File: config.mk
export PLATFORM = sky130hd
export DESIGN_NAME = ysyx_24100029_load_scoreboard_flat
export DESIGN_NICKNAME = d
export VERILOG_FILES = /design/src/rtl/ysyx_24100029_load_scoreboard_if.sv /design/src/rtl/ysyx_24100029_load_scoreboard.sv /design/src/flat_wrapper.sv
export SDC_FILE = /design/constraint.sdc
export NUM_CORES = 1
export LEC_CHECK = 0
export CAP_MARGIN = 10
export CORE_ASPECT_RATIO = 2
export CORE_MARGIN = 2
export CORE_UTILIZATION = 25
export DETAILED_ROUTE_END_ITERATION = 8
export HOLD_SLACK_MARGIN = 0.03
export PLACE_DENSITY = 0.53
export SLEW_MARGIN = 20
export SYNTH_ARGS = -nofsm -noshare
export SYNTH_HDL_FRONTEND = slang
export SYNTH_SLANG_ARGS = --single-unit
File: constraint.sdc
create_clock -name clk -period 5.3 [get_ports clk]
set_clock_uncertainty 0.05 [all_clocks]
set_input_delay 0.53 -clock clk [delete_from_list [all_inputs] [get_ports clk]]
set_output_delay 0.53 -clock clk [all_outputs]
set_load 0.05 [all_outputs]
File: src/rtl/ysyx_24100029_load_scoreboard_if.sv
// Pipeline-side signal bundle for the load scoreboard: IDU request/ready,
// EXU load dispatch, LSU writeback, flush and the status outputs.
interface ysyx_24100029_load_scoreboard_if #(
  parameter int CNT_W = 32
);
  logic             idu_valid;
  logic [4:0]       idu_rs1;
  logic [4:0]       idu_rs2;
  logic             idu_rs1_used;
  logic             idu_rs2_used;
  logic [4:0]       idu_rd;
  logic             idu_is_load;
  logic             idu_ready;

  logic             exu_valid;
  logic             exu_is_load;
  logic [4:0]       exu_rd;
  logic             exu_fire;

  logic             lsu_resp_valid;
  logic [4:0]       lsu_resp_rd;

  logic             flush;

  logic [31:0]      pending;
  logic [3:0]       outstanding;
  logic [CNT_W-1:0] stall_cycles;

  // Pipeline side: drives the stage information and observes ready/status.
  modport master (
    output idu_valid, idu_rs1, idu_rs2, idu_rs1_used, idu_rs2_used, idu_rd, idu_is_load,
    output exu_valid, exu_is_load, exu_rd, exu_fire,
    output lsu_resp_valid, lsu_resp_rd, flush,
    input  idu_ready, pending, outstanding, stall_cycles
  );

  modport slave (
    input  idu_valid, idu_rs1, idu_rs2, idu_rs1_used, idu_rs2_used, idu_rd, idu_is_load,
    input  exu_valid, exu_is_load, exu_rd, exu_fire,
    input  lsu_resp_valid, lsu_resp_rd, flush,
    output idu_ready, pending, outstanding, stall_cycles
  );
endinterface

File: src/rtl/ysyx_24100029_load_scoreboard.sv
// Load scoreboard: tracks rd of loads between EXU dispatch and LSU writeback,
// holds IDU on unresolvable dependencies and sequences the post-flush drain.
module ysyx_24100029_load_scoreboard #(
  parameter int MAX_OUTSTANDING = 4,
  parameter int CNT_W           = 32
) (
  input  logic clk,
  input  logic rst_n,
  ysyx_24100029_load_scoreboard_if.slave sb
);

  typedef enum logic [1:0] {RUN, STALL, DRAIN} state_t;

  state_t           state_reg;
  logic [31:0]      pending_reg;
  logic [31:0]      pending_next;
  logic [3:0]       outstanding_reg;
  logic [3:0]       outstanding_next;
  logic [CNT_W-1:0] stall_cycles_reg;

  logic       exu_load;
  logic       h1;
  logic       h2;
  logic       waw;
  logic       full;
  logic       hold;
  logic       stall_req;
  logic       ready;
  logic       set_en;
  logic       clr_en;
  logic       inc;
  logic [4:0] in_flight;

  // Hazard detection uses the registered bitmap only: a load returning this
  // cycle still blocks its consumer for one conservative bubble.
  assign exu_load = sb.exu_valid & sb.exu_is_load;

  assign h1 = sb.idu_rs1_used & (sb.idu_rs1 != 5'd0) &
              ((exu_load & (sb.exu_rd == sb.idu_rs1)) | pending_reg[sb.idu_rs1]);
  assign h2 = sb.idu_rs2_used & (sb.idu_rs2 != 5'd0) &
              ((exu_load & (sb.exu_rd == sb.idu_rs2)) | pending_reg[sb.idu_rs2]);

  assign waw = sb.idu_valid & sb.idu_is_load & (sb.idu_rd != 5'd0) & pending_reg[sb.idu_rd];

  assign in_flight = {1'b0, outstanding_reg} + {4'd0, exu_load};
  assign full      = sb.idu_is_load & (in_flight >= 5'(MAX_OUTSTANDING));

  assign hold      = h1 | h2 | waw | full;
  assign stall_req = sb.idu_valid & hold;
  assign ready     = (state_reg != DRAIN) & ~hold;

  // During DRAIN the EXU-side load is squashed, so it must not be tracked.
  assign set_en = sb.exu_fire & sb.exu_is_load & (state_reg != DRAIN);
  assign clr_en = sb.lsu_resp_valid & (outstanding_reg != 4'd0);
  assign inc    = set_en & (outstanding_reg != 4'hF);

  always_comb begin
    outstanding_next = outstanding_reg;
    if (inc && !clr_en) begin
      outstanding_next = outstanding_reg + 4'd1;
    end else if (!inc && clr_en) begin
      outstanding_next = outstanding_reg - 4'd1;
    end
  end

  // Per-register update: a set to the same rd as a clear wins.
  assign pending_next[0] = 1'b0;
  generate
    for (genvar gi = 1; gi < 32; gi++) begin : g_pending
      assign pending_next[gi] =
        (set_en && (sb.exu_rd == 5'(gi)))      ? 1'b1 :
        (clr_en && (sb.lsu_resp_rd == 5'(gi))) ? 1'b0 :
                                                 pending_reg[gi];
    end
  endgenerate

  always_ff @(posedge clk) begin
    if (!rst_n) begin
      state_reg        <= RUN;
      pending_reg      <= 32'd0;
      outstanding_reg  <= 4'd0;
      stall_cycles_reg <= '0;
    end else begin
      pending_reg     <= pending_next;
      outstanding_reg <= outstanding_next;
      if (sb.idu_valid && !ready) begin
        stall_cycles_reg <= stall_cycles_reg + 1'b1;
      end
      // Flush overrides every other transition, including leaving DRAIN.
      case (state_reg)
        RUN: begin
          if (sb.flush)        state_reg <= DRAIN;
          else if (stall_req)  state_reg <= STALL;
        end
        STALL: begin
          if (sb.flush)        state_reg <= DRAIN;
          else if (!stall_req) state_reg <= RUN;
        end
        DRAIN: begin
          if (!sb.flush && (outstanding_reg == 4'd0) && !sb.lsu_resp_valid) begin
            state_reg <= RUN;
          end
        end
        default: state_reg <= RUN;
      endcase
    end
  end

  assign sb.idu_ready    = ready;
  assign sb.pending      = pending_reg;
  assign sb.outstanding  = outstanding_reg;
  assign sb.stall_cycles = stall_cycles_reg;

endmodule

File: src/flat_wrapper.sv
// flat-port wrapper written by rule: the top's interface ports become plain ports
module ysyx_24100029_load_scoreboard_flat 
#(
  parameter int MAX_OUTSTANDING = 4,
  parameter int CNT_W           = 32
)
  (clk, rst_n, sb_idu_valid, sb_idu_rs1, sb_idu_rs2, sb_idu_rs1_used, sb_idu_rs2_used, sb_idu_rd, sb_idu_is_load, sb_exu_valid, sb_exu_is_load, sb_exu_rd, sb_exu_fire, sb_lsu_resp_valid, sb_lsu_resp_rd, sb_flush, sb_idu_ready, sb_pending, sb_outstanding, sb_stall_cycles);
  ysyx_24100029_load_scoreboard_if #(.CNT_W(CNT_W)) sb_i ();
  input  logic clk;
  input  logic rst_n;
  input wire logic [$bits(sb_i.idu_valid)-1:0] sb_idu_valid;
  input wire logic [$bits(sb_i.idu_rs1)-1:0] sb_idu_rs1;
  input wire logic [$bits(sb_i.idu_rs2)-1:0] sb_idu_rs2;
  input wire logic [$bits(sb_i.idu_rs1_used)-1:0] sb_idu_rs1_used;
  input wire logic [$bits(sb_i.idu_rs2_used)-1:0] sb_idu_rs2_used;
  input wire logic [$bits(sb_i.idu_rd)-1:0] sb_idu_rd;
  input wire logic [$bits(sb_i.idu_is_load)-1:0] sb_idu_is_load;
  input wire logic [$bits(sb_i.exu_valid)-1:0] sb_exu_valid;
  input wire logic [$bits(sb_i.exu_is_load)-1:0] sb_exu_is_load;
  input wire logic [$bits(sb_i.exu_rd)-1:0] sb_exu_rd;
  input wire logic [$bits(sb_i.exu_fire)-1:0] sb_exu_fire;
  input wire logic [$bits(sb_i.lsu_resp_valid)-1:0] sb_lsu_resp_valid;
  input wire logic [$bits(sb_i.lsu_resp_rd)-1:0] sb_lsu_resp_rd;
  input wire logic [$bits(sb_i.flush)-1:0] sb_flush;
  output wire logic [$bits(sb_i.idu_ready)-1:0] sb_idu_ready;
  output wire logic [$bits(sb_i.pending)-1:0] sb_pending;
  output wire logic [$bits(sb_i.outstanding)-1:0] sb_outstanding;
  output wire logic [$bits(sb_i.stall_cycles)-1:0] sb_stall_cycles;
  assign sb_i.idu_valid = sb_idu_valid;
  assign sb_i.idu_rs1 = sb_idu_rs1;
  assign sb_i.idu_rs2 = sb_idu_rs2;
  assign sb_i.idu_rs1_used = sb_idu_rs1_used;
  assign sb_i.idu_rs2_used = sb_idu_rs2_used;
  assign sb_i.idu_rd = sb_idu_rd;
  assign sb_i.idu_is_load = sb_idu_is_load;
  assign sb_i.exu_valid = sb_exu_valid;
  assign sb_i.exu_is_load = sb_exu_is_load;
  assign sb_i.exu_rd = sb_exu_rd;
  assign sb_i.exu_fire = sb_exu_fire;
  assign sb_i.lsu_resp_valid = sb_lsu_resp_valid;
  assign sb_i.lsu_resp_rd = sb_lsu_resp_rd;
  assign sb_i.flush = sb_flush;
  assign sb_idu_ready = sb_i.idu_ready;
  assign sb_pending = sb_i.pending;
  assign sb_outstanding = sb_i.outstanding;
  assign sb_stall_cycles = sb_i.stall_cycles;
  ysyx_24100029_load_scoreboard #(.MAX_OUTSTANDING(MAX_OUTSTANDING), .CNT_W(CNT_W)) u_core (.clk(clk), .rst_n(rst_n), .sb(sb_i));
endmodule
* Yosys cells after proc, flatten, opt, wreduce, memory -nomap -nowiden *
Cells that the tools add are included.

word-level totals
  bits in registers = 70
  input port bits = 36
  logic and storage cells = 324
  output and inout port bits = 69

cells by class
  add/subtract/negate cells = 4
  bitwise operators = 23
  equality and inequality tests = 71
  reductions and logical operators = 111
  multiplexer cells = 76
  $lt $le $gt $ge = 4

operator list
  kind                     number
  $eq A5 B5 Y1 const B     32
  $eq A5 B4 Y1 const B     16
  $logic_and A1 B1 Y1      67
  $mux W1                  65
  $reduce_bool A2 Y1       32
  $eq A5 B3 Y1 const B     8
  $add A32 B1 Y32 const B  1
  $eq A5 B2 Y1 const B     4
  $lt A5 B6 Y1 const B     3
  $and A1 B1 Y1            17
  $bmux W1 S5              3
  $reduce_bool A5 Y1       3
  $eq A5 B1 Y1 const B     2
  $eq A5 B5 Y1             2
  $mux W2                  5
  $mux W4                  2
  $pmux W2 S3              1
  $add A4 B1 Y5            1
  $ge A5 B3 Y1 const B     1
  $logic_not A1 Y1         5
  $or A1 B1 Y1             5
  $add A4 B1 Y4 const B    1
  $logic_not A4 Y1         1
  $ne A4 B4 Y1 const B     1
  11 further kinds         11

* Depth between registers and ports, before layout *
  word-level depth = 11
  depth in mapped cells = 14
  depth with buffers taken out = 12

* Worst setup path before layout *
Ideal clock, no wire load.

  kind = input port to output port
  start = input port sb_idu_rs2[2]
  end = output port sb_idu_ready
  stages on the path = 7
  slack = 2.159 ns
  buffers on the path = 2
  data arrival time = 2.561 ns
  path through = buf_4 > mux4_2 > mux2_2 > a2111oi_2 > o2bb2a_2 > buf_8 > and2_1

between the ends
  word-level cells in the longest chain between the ends = 9
  elaborated cells between the ends (all ways) = 13
  classes of those cells = eq/ne: 1; mux: 2; bitwise: 9; reduce/logical: 1

ends and longest elaborated chain
  element                                                         line                                 source
  start, declared                                                 flat_wrapper.sv:13                   input wire logic [$bits(sb_i.idu_rs2)-1:0] sb_idu_rs2;
  $bmux W1 S5 or $eq A5 B5 Y1 (tied branches)                     ysyx_24100029_load_scoreboard.sv:41  ((exu_load & (sb.exu_rd == sb.idu_rs2)) | pending_reg[sb.idu_rs2]);
  $mux W1 (not written as such) or $and A1 B1 Y1 (tied branches)  ysyx_24100029_load_scoreboard.sv:41
  $or A1 B1 Y1                                                    ysyx_24100029_load_scoreboard.sv:41
  $and A1 B1 Y1 (*)                                               ysyx_24100029_load_scoreboard.sv:40  assign h2 = sb.idu_rs2_used & (sb.idu_rs2 != 5'd0) &
  $or A1 B1 Y1 (*) (3 in a row)                                   ysyx_24100029_load_scoreboard.sv:48  assign hold = h1 | h2 | waw | full;
  $not A1 Y1 (*)                                                  ysyx_24100029_load_scoreboard.sv:50  assign ready = (state_reg != DRAIN) & ~hold;
  $and A1 B1 Y1 (*)                                               ysyx_24100029_load_scoreboard.sv:50
  end, declared                                                   flat_wrapper.sv:25                   output wire logic [$bits(sb_i.idu_ready)-1:0] sb_idu_ready;

Every way passes the cells marked *; elsewhere a longest branch is shown, timed or not. The select of a mux whose other input is x is not followed.

* Worst setup path in the final report *
  start = input port sb_idu_rs1[2]
  end = output port sb_idu_ready

between the ends
  word-level cells in the longest chain between the ends = 9
  elaborated cells between the ends (all ways) = 13
  classes of those cells = eq/ne: 1; mux: 2; bitwise: 9; reduce/logical: 1

ends and longest elaborated chain
  element                                                         line                                 source
  start, declared                                                 flat_wrapper.sv:12                   input wire logic [$bits(sb_i.idu_rs1)-1:0] sb_idu_rs1;
  $bmux W1 S5 or $eq A5 B5 Y1 (tied branches)                     ysyx_24100029_load_scoreboard.sv:39  ((exu_load & (sb.exu_rd == sb.idu_rs1)) | pending_reg[sb.idu_rs1]);
  $mux W1 (not written as such) or $and A1 B1 Y1 (tied branches)  ysyx_24100029_load_scoreboard.sv:39
  $or A1 B1 Y1                                                    ysyx_24100029_load_scoreboard.sv:39
  $and A1 B1 Y1 (*)                                               ysyx_24100029_load_scoreboard.sv:38  assign h1 = sb.idu_rs1_used & (sb.idu_rs1 != 5'd0) &
  $or A1 B1 Y1 (*) (3 in a row)                                   ysyx_24100029_load_scoreboard.sv:48
  $not A1 Y1 (*)                                                  ysyx_24100029_load_scoreboard.sv:50
  $and A1 B1 Y1 (*)                                               ysyx_24100029_load_scoreboard.sv:50

Marked as above.

==> impl_metrics.yaml <==
outcome:
  outcome: "finished clean"
synth:
  yosys.area.top_type_share_pct: 30.33
  netlist_top_cells_area: "dfxtp_1 (30%), mux4_2 (7.4%), mux2i_1 (6.2%), nand2_1 (5.8%), xnor2_1 (3.7%)"
  synth-edff-count: 0
  synth_seq_area_share_pct: 30.33
  syn_inst: 540
  yosys_warnings: 0
  avgSynthCellArea_um2: 8.434
  yosys.area.top_type: "dfxtp_1"
  async_flop_share_pct: 0
  syn_nets: 583
  synth-main-ff-cell: "dfxtp_1"
  ys_ff_latch: 69
  synth_area_mm2: 0.004554
  synth_cell_types: 60
global_routing:
  antenna_found_initial: 0
  grt_pass1_vias: 4576
  grt_pass1_wl_um: 24820
  grt_max_degree: 51
  overflow: 0
  grtUsageMet3_pct: 3.236
  grt_util_met1_pct: 15.79
  top_usage_layer: "met2"
  grt_usage_pct: 16.49
  grt_util_met2_pct: 32.38
setup_path:
  critPathMaxFanout: 13
  startpoint_type: "input port"
  path_cells: "clkdlybuf4s50_1, or4_1, o21ai_0, a311o_1, o221ai_1, o2bb2a_2, and2_1, clkdlybuf4s50_1"
  critPathCaptureType: "primary output"
  r2r_cells: 10
  path_buf_inv: 2
  path_depth: 8
  worst_ep_required_time_ps: 4720
  slowest_delay_ps: 820
  critPathSlowestCell: "clkdlybuf4s50_1"
  reg2reg_slack_ps: 2500
  r2r-end: "u_core.sb.stall_cycles[30]"
  critPathKind: "in -> out"
  cp.arrival_ps: 4060
  critPathMostFrequentCell: "clkdlybuf4s50_1"
  timing.rr.start: "u_core.sb.outstanding[0]"
  critPathTopFamily: "buffers and inverters"
power_and_ir_drop:
  leakage_nw: 2.107
  power_density_mw_per_mm2: 275.8
  power_mw: 1.653
  ir_drop_mv: 0.1801
layout:
  area_growth_pct: 31.62
  largest_register_ffs: 32
  fin_util_pct: 33.71
  diodes: 0
  finalNetCount: 666
  drive_gt1_share_pct: 9.076
  final_cell_mix: "clkdlybuf4s50_1 (103), nand2_1 (70), dfxtp_1 (69)"
  layout_commonest_cell: "clkdlybuf4s50_1"
detailed_routing:
  first_pass_iters: 7
  wire_per_inst_um: 19.16
  final_antenna_net_count: 0
  drtIter0Drc: 175
  vias: 4474
  via_per_inst: 5.320
  drcViolationCount: 0
  routed_wl_um: 16110
timing:
  setup_viol_count_final: 0
  relSlewSlack_pct: 42.01
  slew_violations: 0
  fin_crit_ps: 4643
  rsz0062_at_grt: "false"
  worstMarginPinSlew_ps: 862.0
  hold_viol: 0
  max_freq_mhz: 215.4
  fin_tns_setup_ps: 0
  fin_crit_sh_pct: 87.60
clocking:
  clk_pin_slew_worst_paths_ps: 60
  clkLatencyLatePin_ps: 340
  root_buffer: "clkbuf_16"
  cts_tree: "yes"
  cts_resized: 0
  cts_made_buffers: 9
  clock_path_buffers: 2
  cts_setup_buffers: 0
  cts_num_sinks: 69
  postCtsHoldBufs: 0
  h-tree-depth: 3
die:
  fp-row-count: 69
  ioPinCount: 105
  core_region_area_mm2: 0.01778
  die_x_um: 99.44
  die_area_mm2: 0.01938
  die_h_um: 194.9
  start_util_pct: 25.61
hold_path:
  hold_start: "u_core.state_reg[0]"
  whs_endpoint: "u_core.state_reg[1]"
  holdPathStages: 1
  hold_class: "reg -> reg"
placement:
  place_congestion: 0.9123
  hpwl_um: 12500
  portBuffers: 103
job:
  drv_cap: 0
-- where the power goes --
part	total [mW]	internal [mW]	leakage, nW	switching, mW
clock network	0.650	0.411	0.145	0.239
logic	0.426	0.163	1.40	0.262
registers	0.578	0.539	0.557	0.0387
-- how the worst max path moves through the flow --
stage / start / to / slack [ps]
3_5_place_dp: sb_idu_rs1[2] / sb_idu_ready / 620
5_1_grt: sb_idu_rs1[2] / sb_idu_ready / 510
4_1_cts: sb_idu_rs1[2] / sb_idu_ready / 610
3_3_place_gp: sb_idu_rs1[2] / sb_idu_ready / 740
2_1_floorplan: sb_idu_rs2[2] / sb_idu_ready / 2160
6_report: sb_idu_rs1[2] / sb_idu_ready / 660
-- final cells by class --
| cell class | count | area (um2) |
|---|---|---|
| clock buffers | 10 | 229.0 |
| fillers | 1883 | 11790 |
| multi-input cells | 419 | 2905 |
| flip-flops and latches | 69 | 1381 |
| well taps | 213 | 266.5 |
| clock inverters | 6 | 87.58 |
| repair buffers | 107 | 1061 |
| inverters | 17 | 63.81 |
-- cells by family (layout without fill, tap and decap cells) --
group,count (synthesis),in the layout,share of synthesized area (%)
simple gates,226,226,25.03
buf+inv,52,140,5.879
mux,53,53,16.37
flops,69,69,30.33
fa+ha+maj,7,7,2.088
compound gates,111,111,16.18
other cells,1,1,0.08234
xor+xnor,21,21,4.039
-- layer usage --
metal | share of wire [%] | wire length (um)
met3 | 5.1 | 828
met1 | 34 | 5512
met5 | 0 | 0
met4 | 3.7 | 604
met2 | 57 | 9168
-- cell usage after synthesis, drive strengths merged (8+ instances only) --
| cell type | n |
|---|---|
| inv | 16 |
| nor2 | 33 |
| mux4 | 16 |
| clkbuf | 18 |
| buf | 17 |
| nor3 | 8 |
| dfxtp | 69 |
| o21ai | 34 |
| nand2 | 70 |
| and3 | 12 |
| nand4 | 12 |
| nand3 | 30 |
| mux2 | 9 |
| a21oi | 37 |
| xnor2 | 19 |
| mux2i | 28 |
| nand2b | 23 |
-- stage by stage --
| stage | hold WS, ps | area [um2] | setup WS [ps] | cells |
|---|---|---|---|---|
| CTS | 409.9 | 5995 | 614.0 | 841 |
| floorplan | 373.6 | 4554 | 2159 | 540 |
| finish | 402.8 | 5995 | 657.3 | 841 |
| global placement | 384.7 | 5678 | 743.8 | 825 |
| detailed placement | 402.3 | 5678 | 619.3 | 825 |
| global route | 454.2 | 5995 | 508.9 | 841 |
Power figures use the tool's default switching activity.
